`src/rtl/pbus_xbar_pkg.sv`:
```
// Shared constants, types and helpers for the peripheral bus crossbar.
// Bus geometry, default slave map and fault classification codes.
package pbus_xbar_pkg;

    localparam int XLEN        = 32;
    localparam int BUS_WIDTH   = 32;
    localparam int BUS_ACC_CNT = 4;
    localparam int ACC_W       = $clog2(BUS_ACC_CNT);
    localparam int PBUS_SPAN_W = 6;

    localparam logic [XLEN-1:0] EIC_BASE  = 32'h1000_0000;
    localparam logic [XLEN-1:0] UART_BASE = 32'h1000_0100;
    localparam logic [XLEN-1:0] GPIO_BASE = 32'h1000_0200;
    localparam logic [XLEN-1:0] TMR_BASE  = 32'h1000_0300;
    localparam logic [XLEN-1:0] RST_BASE  = 32'h1000_0400;

    localparam int EIC_SIZE  = 256;
    localparam int UART_SIZE = 256;
    localparam int GPIO_SIZE = 256;
    localparam int TMR_SIZE  = 256;
    localparam int RST_SIZE  = 256;

    localparam logic [5*XLEN-1:0] PBUS_BASE_VEC = {
        RST_BASE, TMR_BASE, GPIO_BASE, UART_BASE, EIC_BASE
    };

    localparam logic [5*PBUS_SPAN_W-1:0] PBUS_SPAN_VEC = {
        PBUS_SPAN_W'($clog2(RST_SIZE)),
        PBUS_SPAN_W'($clog2(TMR_SIZE)),
        PBUS_SPAN_W'($clog2(GPIO_SIZE)),
        PBUS_SPAN_W'($clog2(UART_SIZE)),
        PBUS_SPAN_W'($clog2(EIC_SIZE))
    };

    typedef enum logic [1:0] {
        PBUS_FAULT_NONE      = 2'd0,
        PBUS_FAULT_UNMAPPED  = 2'd1,
        PBUS_FAULT_COLLISION = 2'd2,
        PBUS_FAULT_TIMEOUT   = 2'd3
    } pbus_fault_e;

    typedef enum logic {
        ST_IDLE = 1'b0,
        ST_BUSY = 1'b1
    } pbus_state_e;

    // True when addr falls inside the 2^span byte region starting at base.
    function automatic logic pbus_region_hit(
        input logic [XLEN-1:0]        addr,
        input logic [XLEN-1:0]        base,
        input logic [PBUS_SPAN_W-1:0] span
    );
        logic [XLEN-1:0] mask;
        mask = (XLEN'(1) << span) - XLEN'(1);
        return (addr & ~mask) == base;
    endfunction

endpackage

```
`src/rtl/pbus_addr_dec.sv`:
```
// Combinational address decoder for peripheral bus connectors.
// Lowest-indexed matching region wins when regions overlap.
module pbus_addr_dec
    import pbus_xbar_pkg::*;
#(
    parameter int                               SLAVE_CNT = 5,
    parameter logic [SLAVE_CNT*XLEN-1:0]        BASE_VEC  = PBUS_BASE_VEC,
    parameter logic [SLAVE_CNT*PBUS_SPAN_W-1:0] SPAN_VEC  = PBUS_SPAN_VEC,
    parameter int                               IDX_W     = 3
) (
    input  logic [XLEN-1:0]      addr_i,
    output logic [SLAVE_CNT-1:0] sel_o,
    output logic                 hit_o,
    output logic [IDX_W-1:0]     idx_o
);

    logic [SLAVE_CNT-1:0] match;

    // Raw per-region match, possibly several bits set.
    always_comb begin
        match = '0;
        for (int i = 0; i < SLAVE_CNT; i++) begin
            match[i] = pbus_region_hit(
                addr_i,
                BASE_VEC[i*XLEN +: XLEN],
                SPAN_VEC[i*PBUS_SPAN_W +: PBUS_SPAN_W]
            );
        end
    end

    // Priority pick: scanning downwards leaves the lowest match in place.
    always_comb begin
        sel_o = '0;
        idx_o = '0;
        for (int i = SLAVE_CNT - 1; i >= 0; i--) begin
            if (match[i]) begin
                sel_o    = '0;
                sel_o[i] = 1'b1;
                idx_o    = IDX_W'(i);
            end
        end
    end

    assign hit_o = |match;

endmodule

```
`src/rtl/pbus_xbar.sv`:
```
// Single-master peripheral bus crossbar with one outstanding transaction,
// per-transaction timeout, halt/abandon and classified fault reporting.
module pbus_xbar
    import pbus_xbar_pkg::*;
#(
    parameter int                               SLAVE_CNT = 5,
    parameter logic [SLAVE_CNT*XLEN-1:0]        BASE_VEC  = PBUS_BASE_VEC,
    parameter logic [SLAVE_CNT*PBUS_SPAN_W-1:0] SPAN_VEC  = PBUS_SPAN_VEC,
    parameter int                               TIMEOUT   = 64,
    parameter int                               TO_W      = $clog2(TIMEOUT + 1)
) (
    input  logic                           clk,
    input  logic                           rstn,
    input  logic                           m_req,
    input  logic [XLEN-1:0]                m_addr,
    input  logic                           m_w_rb,
    input  logic [ACC_W-1:0]               m_acc,
    input  logic [BUS_WIDTH-1:0]           m_wdata,
    output logic                           m_resp,
    output logic [BUS_WIDTH-1:0]           m_rdata,
    output logic [SLAVE_CNT-1:0]           s_req,
    output logic [SLAVE_CNT*XLEN-1:0]      s_addr,
    output logic [SLAVE_CNT-1:0]           s_w_rb,
    output logic [SLAVE_CNT*ACC_W-1:0]     s_acc,
    output logic [SLAVE_CNT*BUS_WIDTH-1:0] s_wdata,
    input  logic [SLAVE_CNT-1:0]           s_resp,
    input  logic [SLAVE_CNT*BUS_WIDTH-1:0] s_rdata,
    output logic                           bus_fault,
    output logic [1:0]                     fault_code,
    input  logic                           bus_halt,
    output logic                           busy
);

    localparam int IDX_W = (SLAVE_CNT > 1) ? $clog2(SLAVE_CNT) : 1;

    pbus_state_e          state_q, state_d;
    logic [IDX_W-1:0]     idx_q, idx_d;
    logic [TO_W-1:0]      cnt_q, cnt_d;
    logic [BUS_WIDTH-1:0] rdata_q, rdata_d;

    logic [SLAVE_CNT-1:0] hit_sel;
    logic                 hit;
    logic [IDX_W-1:0]     hit_idx;

    logic                 hit_resp;
    logic [BUS_WIDTH-1:0] hit_rdata;
    logic                 own_resp;
    logic [BUS_WIDTH-1:0] own_rdata;
    logic                 to_expire;

    pbus_addr_dec #(
        .SLAVE_CNT (SLAVE_CNT),
        .BASE_VEC  (BASE_VEC),
        .SPAN_VEC  (SPAN_VEC),
        .IDX_W     (IDX_W)
    ) u_dec (
        .addr_i (m_addr),
        .sel_o  (hit_sel),
        .hit_o  (hit),
        .idx_o  (hit_idx)
    );

    // Master fields are broadcast; only s_req is steered.
    assign s_addr  = {SLAVE_CNT{m_addr}};
    assign s_w_rb  = {SLAVE_CNT{m_w_rb}};
    assign s_acc   = {SLAVE_CNT{m_acc}};
    assign s_wdata = {SLAVE_CNT{m_wdata}};

    assign hit_resp  = s_resp[hit_idx];
    assign hit_rdata = s_rdata[hit_idx*BUS_WIDTH +: BUS_WIDTH];
    assign own_resp  = s_resp[idx_q];
    assign own_rdata = s_rdata[idx_q*BUS_WIDTH +: BUS_WIDTH];
    assign to_expire = (cnt_q == TO_W'(TIMEOUT - 1));

    assign busy = (state_q == ST_BUSY);

    // State and transaction bookkeeping registers.
    always_ff @(posedge clk or negedge rstn) begin
        if (!rstn) begin
            state_q <= ST_IDLE;
            idx_q   <= '0;
            cnt_q   <= '0;
            rdata_q <= '0;
        end else begin
            state_q <= state_d;
            idx_q   <= idx_d;
            cnt_q   <= cnt_d;
            rdata_q <= rdata_d;
        end
    end

    // Next-state: launch, complete, time out or abandon on halt.
    always_comb begin
        state_d = state_q;
        idx_d   = idx_q;
        cnt_d   = cnt_q;
        rdata_d = rdata_q;
        unique case (state_q)
            ST_IDLE: begin
                if (m_req && !bus_halt && hit) begin
                    if (hit_resp) begin
                        rdata_d = hit_rdata;
                    end else begin
                        state_d = ST_BUSY;
                        idx_d   = hit_idx;
                        cnt_d   = '0;
                    end
                end
            end
            ST_BUSY: begin
                if (bus_halt) begin
                    state_d = ST_IDLE;
                    cnt_d   = '0;
                end else if (own_resp) begin
                    rdata_d = own_rdata;
                    state_d = ST_IDLE;
                end else if (to_expire) begin
                    state_d = ST_IDLE;
                end else begin
                    cnt_d = cnt_q + TO_W'(1);
                end
            end
            default: begin
                state_d = ST_IDLE;
            end
        endcase
    end

    // Outputs: steering, master response and fault classification.
    always_comb begin
        s_req      = '0;
        m_resp     = 1'b0;
        m_rdata    = rdata_q;
        bus_fault  = 1'b0;
        fault_code = PBUS_FAULT_NONE;
        unique case (state_q)
            ST_IDLE: begin
                if (m_req && !bus_halt) begin
                    if (hit) begin
                        s_req = hit_sel;
                        if (hit_resp) begin
                            m_resp  = 1'b1;
                            m_rdata = hit_rdata;
                        end
                    end else begin
                        bus_fault  = 1'b1;
                        fault_code = PBUS_FAULT_UNMAPPED;
                    end
                end
            end
            ST_BUSY: begin
                if (!bus_halt) begin
                    if (own_resp) begin
                        m_resp  = 1'b1;
                        m_rdata = own_rdata;
                    end else if (to_expire) begin
                        m_resp     = 1'b1;
                        m_rdata    = '0;
                        bus_fault  = 1'b1;
                        fault_code = PBUS_FAULT_TIMEOUT;
                    end
                    // A colliding request outranks a same-cycle timeout.
                    if (m_req) begin
                        bus_fault  = 1'b1;
                        fault_code = PBUS_FAULT_COLLISION;
                    end
                end
            end
            default: begin
                s_req = '0;
            end
        endcase
    end

endmodule

```
`config.mk`:
```
export PLATFORM = sky130hd
export DESIGN_NAME = pbus_xbar
export DESIGN_NICKNAME = d
export VERILOG_FILES = /design/src/rtl/pbus_xbar_pkg.sv /design/src/rtl/pbus_addr_dec.sv /design/src/rtl/pbus_xbar.sv
export SDC_FILE = /design/constraint.sdc
export NUM_CORES = 1
export LEC_CHECK = 0
export CELL_PAD_IN_SITES_DETAIL_PLACEMENT = 1
export CELL_PAD_IN_SITES_GLOBAL_PLACEMENT = 1
export CORE_AREA = 2 2 238 240
export CTS_CLUSTER_DIAMETER = 60
export DETAILED_ROUTE_END_ITERATION = 10
export DIE_AREA = 0 0 240 242
export HOLD_SLACK_MARGIN = 0.02
export PLACE_DENSITY = 0.66
export SLEW_MARGIN = 0
export SYNTH_ARGS = -nofsm -noshare
export SYNTH_HDL_FRONTEND = slang
export SYNTH_SLANG_ARGS = --single-unit
```
`constraint.sdc`:
```
create_clock -name clk -period 3.25 [get_ports clk]
set_clock_uncertainty 0.2 [all_clocks]
set_input_delay 0.65 -clock clk [delete_from_list [all_inputs] [get_ports clk]]
set_output_delay 0.65 -clock clk [all_outputs]
set_load 0.01 [all_outputs]
```
==> run metrics, run 1 <==
Reg-to-Reg End rdata_q[11]$_DFFE_PN0P_; Slew HR 52.4%; cell breakdown of the critical path buf_6 -> nor4_4 -> nand4_4 -> buf_12 -> o31a_1 -> o21a_1 -> o21ai_4 -> buf_6 -> and2_4 -> buf_12 -> buf_16 -> a21o_1 -> buf_6; LEAKAGE approximately 5.3 nW; Final setup viols 33; WS Path Type in -> out; most frequent cells in the layout clkdlybuf4s50_1 (287), buf_4 (161), mux2i_1 (65); Tmin final about 3.8 ns; CP startpoint kind input port; number of synthesized flops with an enable pin 0; FP Rows just under 90; Design Power 1.94 mW; ys flop type dfrtp_1; cts hold-fix bufs 0; initial antenna violation count 3; GPL Wtd Cong roughly 0.85; Cell Count Post-Placement roughly 1900; H-tree depth 2; Post-Route WL 46000 um; DIE HEIGHT about 240 um; Routed Antenna Nets 0; Worst R2R Start idx_q[0]$_DFFE_PN0P_; area grow syn2layout 58.6%; MaxCap Viol Count 0; mean area per synthesized cell about 7.4 um^2; fmax 0.261 GHz; Post-synth ARST share 100%; Reg clk slew, reported paths about 0.06 ns; total CTS buffers 5; worst setup margin -0.577 ns; Sink Count 43; vias per cell between 4 and 5; dpl hpwl 31600 um; register area ~1100 um^2; Top Ports slightly above 600; count of cell types in the netlist 48; number of global-route vias before repair around 9500; Worst VDD drop ~0.17 mV; Fill cells about 6600; Max FO, Critical Path 5; 1st-iter DRT viols 402; final core occ between 20% and 30%; dpl cell area between 10000 and 15000 um^2; CP max stage delay 0.37 ns; Starting Density between 10% and 20%; Total Routing Usage GR about 15%; slowest cell on the critical path nor4_4; Setup crit start m_addr[16]; PD cells 156 nW/um^2; Setup TNS -16.68 ns; CTS tree done; Seq cells post-synth between 40 and 50; Slew @ Worst Pin between 0.7 and 0.8 ns; setup slack, reg-to-reg ~0.75 ns; final slew viol count 0; Setup crit end kind primary output; # DRC 0; Root Buffer clkbuf_16; Mapped Cells 1065; fin nets approximately 1500; Final period util 118%; Syn Nets roughly 1300; multi-input logic area ~4700 um^2; worst skew pair latency around 0.32 ns; failing checks negative setup slack; crit-path most repeated cell buf_6; Seq/Total Area, Yosys between 10% and 20%; leading cell type in the layout, fill and taps excluded clkdlybuf4s50_1; n_diodes 0; Syn Std Cell Area a little under 8000 um^2; HP Class in -> async; core box area roughly 56000 um^2; DIE AREA roughly 58000 um^2; status complete, but fails checks; Max Buffers Root-to-Sink 2; GR Overflow Total 0; PortBufs ~350; worst-case reg-to-reg path depth 10; final hold vios 0; final std cells w/o fill 1989; largest net degree at the start of global routing 41; vias about 8700; Synthesis Warnings 0; Critical Path AT around 3 ns; worst setup path endpoint m_rdata[19]; share of cells above drive strength 1 36.2%; Die Width ~240 um; RSZ-0062 raised after global routing true; required time worst endpoint 2.40 ns; TritonRoute pass-1 iters 5; first-pass GRT wire length ~65000 um; Post-Layout Inst Area approximately 12000 um^2; routed length per instance ~23 um
[critical path, delay by kind of cell]
kind	cells	cell delay (ns)
AOI/OAI and AO/OA	4	0.79
buffers and inverters	6	0.79
and+or+nand+nor	3	0.72
[final cells by class]
class | count | share of cell area [%]
clock buffers | 6 | 1.12
inverters | 4 | 0.121
multi-input cells | 605 | 37.9
clock inverters | 2 | 0.131
flip-flops and latches | 43 | 8.69
well taps | 756 | 7.60
repair buffers | 573 | 44.4
[logic make-up (layout without fill, tap and decap cells)]
family                   count (synthesis)  count (layout)  share of synthesized area (%)
multiplexers                            99              99                           13.1
AO/OA/AOI/OAI                          289             289                           22.2
flip-flops                              43              43                           13.7
buffers and inverters                  417             585                           36.3
AND/OR/NAND/NOR                        216             216                           14.5
adder cells (fa/ha/maj)                  1               1                          0.159
[what timing repair did]
action                     4_1_cts  5_1_grt
resized for setup              465       72
setup endpoints to repair       81       53
gates cloned                     9        1
pin swaps                       57       35
buffers inserted                66       11
[worst min-delay path by stage]
stage,start,endpoint,slack (ns),cells after the start
6_report,rstn,rdata_q[2]$_DFFE_PN0P_,0.18,1
3_3_place_gp,rdata_q[1]$_DFFE_PN0P_,rdata_q[1]$_DFFE_PN0P_,0.26,1
2_1_floorplan,rstn,busy$_DFF_PN0_,0.15,0
5_1_grt,rstn,idx_q[0]$_DFFE_PN0P_,0.20,1
3_5_place_dp,rdata_q[9]$_DFFE_PN0P_,rdata_q[9]$_DFFE_PN0P_,0.27,1
4_1_cts,rstn,rdata_q[2]$_DFFE_PN0P_,0.18,1
[through the flow]
stage / setup slack (ns) / hold slack, ns
after floorplan: 0.00367 / 0.154
after global placement: -1.73 / 0.259
after detailed placement: -1.67 / 0.265
after CTS: -0.620 / 0.182
after global routing: -0.691 / 0.205
final: -0.577 / 0.183
[synthesized netlist by cell type, types with 9 or more instances]
cell	instances	area [um^2]
buf_4	335	2510
buf_2	19	95.1
mux2i_1	66	661
nor2_1	50	188
nand2_1	48	180
nor3_1	9	45.0
a21oi_1	38	190
a31oi_1	33	206
dfrtp_1	43	1080
buf_1	10	37.5
nor4_1	32	200
clkbuf_1	49	184
o22ai_1	32	200
o21ai_0	86	430
o21ai_1	19	95.1
nand4_1	33	206
mux2_2	33	372
nand3_1	14	70.1
a21o_1	63	473
[routing by layer]
| layer | global-route usage, % | vias to the layer above | routed length, um |
|---|---|---|---|
| met5 | 0 | - | 25 |
| met4 | 6.87 | 4 | 1840 |
| met3 | 3.68 | 136 | 3880 |
| met2 | 26.6 | 543 | 22600 |
| met1 | 17.5 | 4189 | 17700 |
| li1 | - | 3796 | - |
[state kept, by name, summed over array words and instances, names as in the netlist]
name / count
busy: 1
cnt_q: 7
idx_q: 3
rdata_q: 32
[power by group]
group | total [mW] | switching (mW) | internal, mW
sequential | 0.535 | 0.000000752 | 0.535
combinational | 0.831 | 0.353 | 0.478
clock | 0.578 | 0.270 | 0.309
(Power assumes the default switching activity.)
==> run 2, diff against run 1 <==
Settings changed: CORE_AREA 2 2 238 240 to 8 8 230 232, DIE_AREA 0 0 240 242 to 0 0 238 240, PLACE_DENSITY 0.66 to 0.71, SLEW_MARGIN 0 to 20.
==> run 2 against run 1 <==
Compared with the run above: the flow still finishes with violations (negative setup slack); worst hold slack got worse by 0.013 ns; final cell count decreased by 4.4%; clock-buffer cell count decreased by 1; final area decreased by 1.2%; routed wire length fell by 1.2%; clock power rose by 16%; combinational power fell by 1%; global-route usage fell by 0.17 points; sequential power about the same; critical endpoint is now m_rdata[12]; largest cell class unchanged.
==> run metrics, run 2 (synthesis results as in run 1) <==
Root Buffer clkbuf_16; status complete, but fails checks; 1st-iter DRT viols 493 (+23%); LEAKAGE 5.29 nW (+0.50%); Post-Route WL 45500 um (-1.2%); final slew viol count 0 (unchanged); fmax 0.265 GHz (+1.4%); HP Class in -> async; vias 8708 (+0.46%); Max Buffers Root-to-Sink 2 (unchanged); Fill cells 5874 (-11%); most frequent cells in the layout clkdlybuf4s50_1 (285), buf_4 (157), mux2i_1 (65); dpl hpwl 32100 um (+1.6%); Slew @ Worst Pin 0.746 ns (+0.0320 ns); share of cells above drive strength 1 34.4% (-1.8 points); failing checks negative setup slack; GPL Wtd Cong 0.871 (+2.8%); Die Width 238 um (-0.83%); Final setup viols 34 (+3.0%); CTS tree done; Worst VDD drop 0.164 mV (-1.4%); Post-Layout Inst Area 12300 um^2 (-1.2%); required time worst endpoint 2.40 ns (about the same); largest net degree at the start of global routing 66 (+61%); cell breakdown of the critical path buf_2 -> nor4_4 -> buf_4 -> nand2_4 -> o31a_1 -> o21a_1 -> o21ai_4 -> and2_4 -> buf_12 -> buf_16 -> buf_12 -> a21o_1 -> buf_6; initial antenna violation count 2 (-1); leading cell type in the layout, fill and taps excluded clkdlybuf4s50_1; TritonRoute pass-1 iters 5 (unchanged); Largest regs rdata_q x32, cnt_q x7, idx_q x3; Cell Count Post-Placement 1823 (-4.5%); # DRC 0 (unchanged); DIE HEIGHT 240 um (-0.83%); crit-path most repeated cell buf_12; PD cells 165 nW/um^2 (+5.5%); area grow syn2layout 56.8%; Reg clk slew, reported paths 0.08 ns (+0.02 ns); Tmin final 3.77 ns (-0.0529 ns); MaxCap Viol Count 0 (unchanged); worst setup margin -0.524 ns (+0.0529 ns); fin nets 1464 (-0.34%); family with the most delay on the worst path compound AO/OA/AOI/OAI gates; Top Ports 613 (unchanged); worst skew pair latency 0.33 ns (about the same); Setup crit end kind primary output; slowest cell on the critical path nor4_4; vias per cell 4.58 (+5.1%); Setup crit start m_addr[29]; FP Rows 82 (-5.7%); Sink Count 43 (unchanged); WS Path Type in -> out; Fin Hold WS 0.171 ns (-0.0126 ns); dpl cell area 10700 um^2 (-1.1%); final core occ 24.9% (+2.5 points); total CTS buffers 5 (unchanged); final std cells w/o fill 1901 (-4.4%); Starting Density 15.9% (+1.8 points); routed length per instance 23.9 um (+3.4%); Critical path buffers and inverters 6 (unchanged); CP startpoint kind input port; Critical Path AT 2.92 ns (-0.06 ns); Top reg by flops rdata_q; PortBufs 354 (unchanged); Total Routing Usage GR 15.1% (-0.17 points); H-tree depth 2 (unchanged); Final period util 116% (-1.6 points); core box area 49500 um^2 (-11%); pre-CTS setup slack -1.64 ns (+0.0345 ns); Max FO, Critical Path 5 (unchanged); final hold vios 0 (unchanged); CP max stage delay 0.31 ns (-0.06 ns); RSZ-0062 raised after global routing true; cts hold-fix bufs 0 (unchanged); Slew HR 50.3% (-2.1 points); Worst R2R Start idx_q[0]$_DFFE_PN0P_; max FFs per register 32 (unchanged); DIE AREA 57100 um^2 (-1.7%); first-pass GRT wire length 64800 um (-0.56%); number of global-route vias before repair 9880 (+3.7%); Routed Antenna Nets 0 (unchanged); GR Overflow Total 0 (unchanged)
## run 2: changes by cell type in the layout (fill, tap and decap cells not counted), sizes merged, moves of 2 or more
cell and delta:
buf -9, dlygate4sd2 +2, clkdlybuf4s50 -2, dlymetal6s2s +4
## run 2: final timing paths
kind / cells past startpoint / to / slack (ns)
min: 1 / rdata_q[2]$_DFFE_PN0P_ / 0.17
max in group asynchronous: 2 / rdata_q[19]$_DFFE_PN0P_ / 1.83
max reg2reg: 18 / rdata_q[30]$_DFFE_PN0P_ / 0.16
min reg2reg: 1 / rdata_q[2]$_DFFE_PN0P_ / 0.28
min in group clk: 1 / rdata_q[2]$_DFFE_PN0P_ / 0.28
max: 13 / m_rdata[12] / -0.52
## run 2: area by class of cell
type,instances,area (um^2),area share [%]
multi-input cells,605,4580,37.2
clock buffers,5,125,1.02
diodes,1,2.50,0.0203
clock inverters,3,43.8,0.356
well taps,672,841,6.83
repair buffers,568,5620,45.6
flip-flops and latches,43,1080,8.79
inverters,4,15.0,0.122
## run 2: per-stage QoR
stage	power [mW]	TNS (ns)
after global routing	2.12	-19.82
final	2.03	-16.43
after global placement	1.30	-72.15
after detailed placement	1.31	-77.91
after floorplan	1.11	0
after CTS	2.06	-18.19
## run 2: metal layers
| metal | share of wire (%) | wire length [um] | GRT usage (%) |
|---|---|---|---|
| met5 | 0.040 | 18 | 0 |
| met4 | 4.2 | 1920 | 8.15 |
| met3 | 8.3 | 3770 | 4.72 |
| met2 | 48 | 21700 | 25.4 |
| met1 | 40 | 18000 | 16.9 |
## run 2: where the power goes
part,switching [mW],internal [mW]
Sequential,0.000000777,0.534
Clock,0.304,0.365
Combinational,0.350,0.472
## run 2: timing repair
action / CTS / global route
setup endpoints to repair: 77 / 40
pin swaps: 62 / 44
buffers inserted: 62 / 13
resized for setup: 442 / 68
gates cloned: 7 / 0
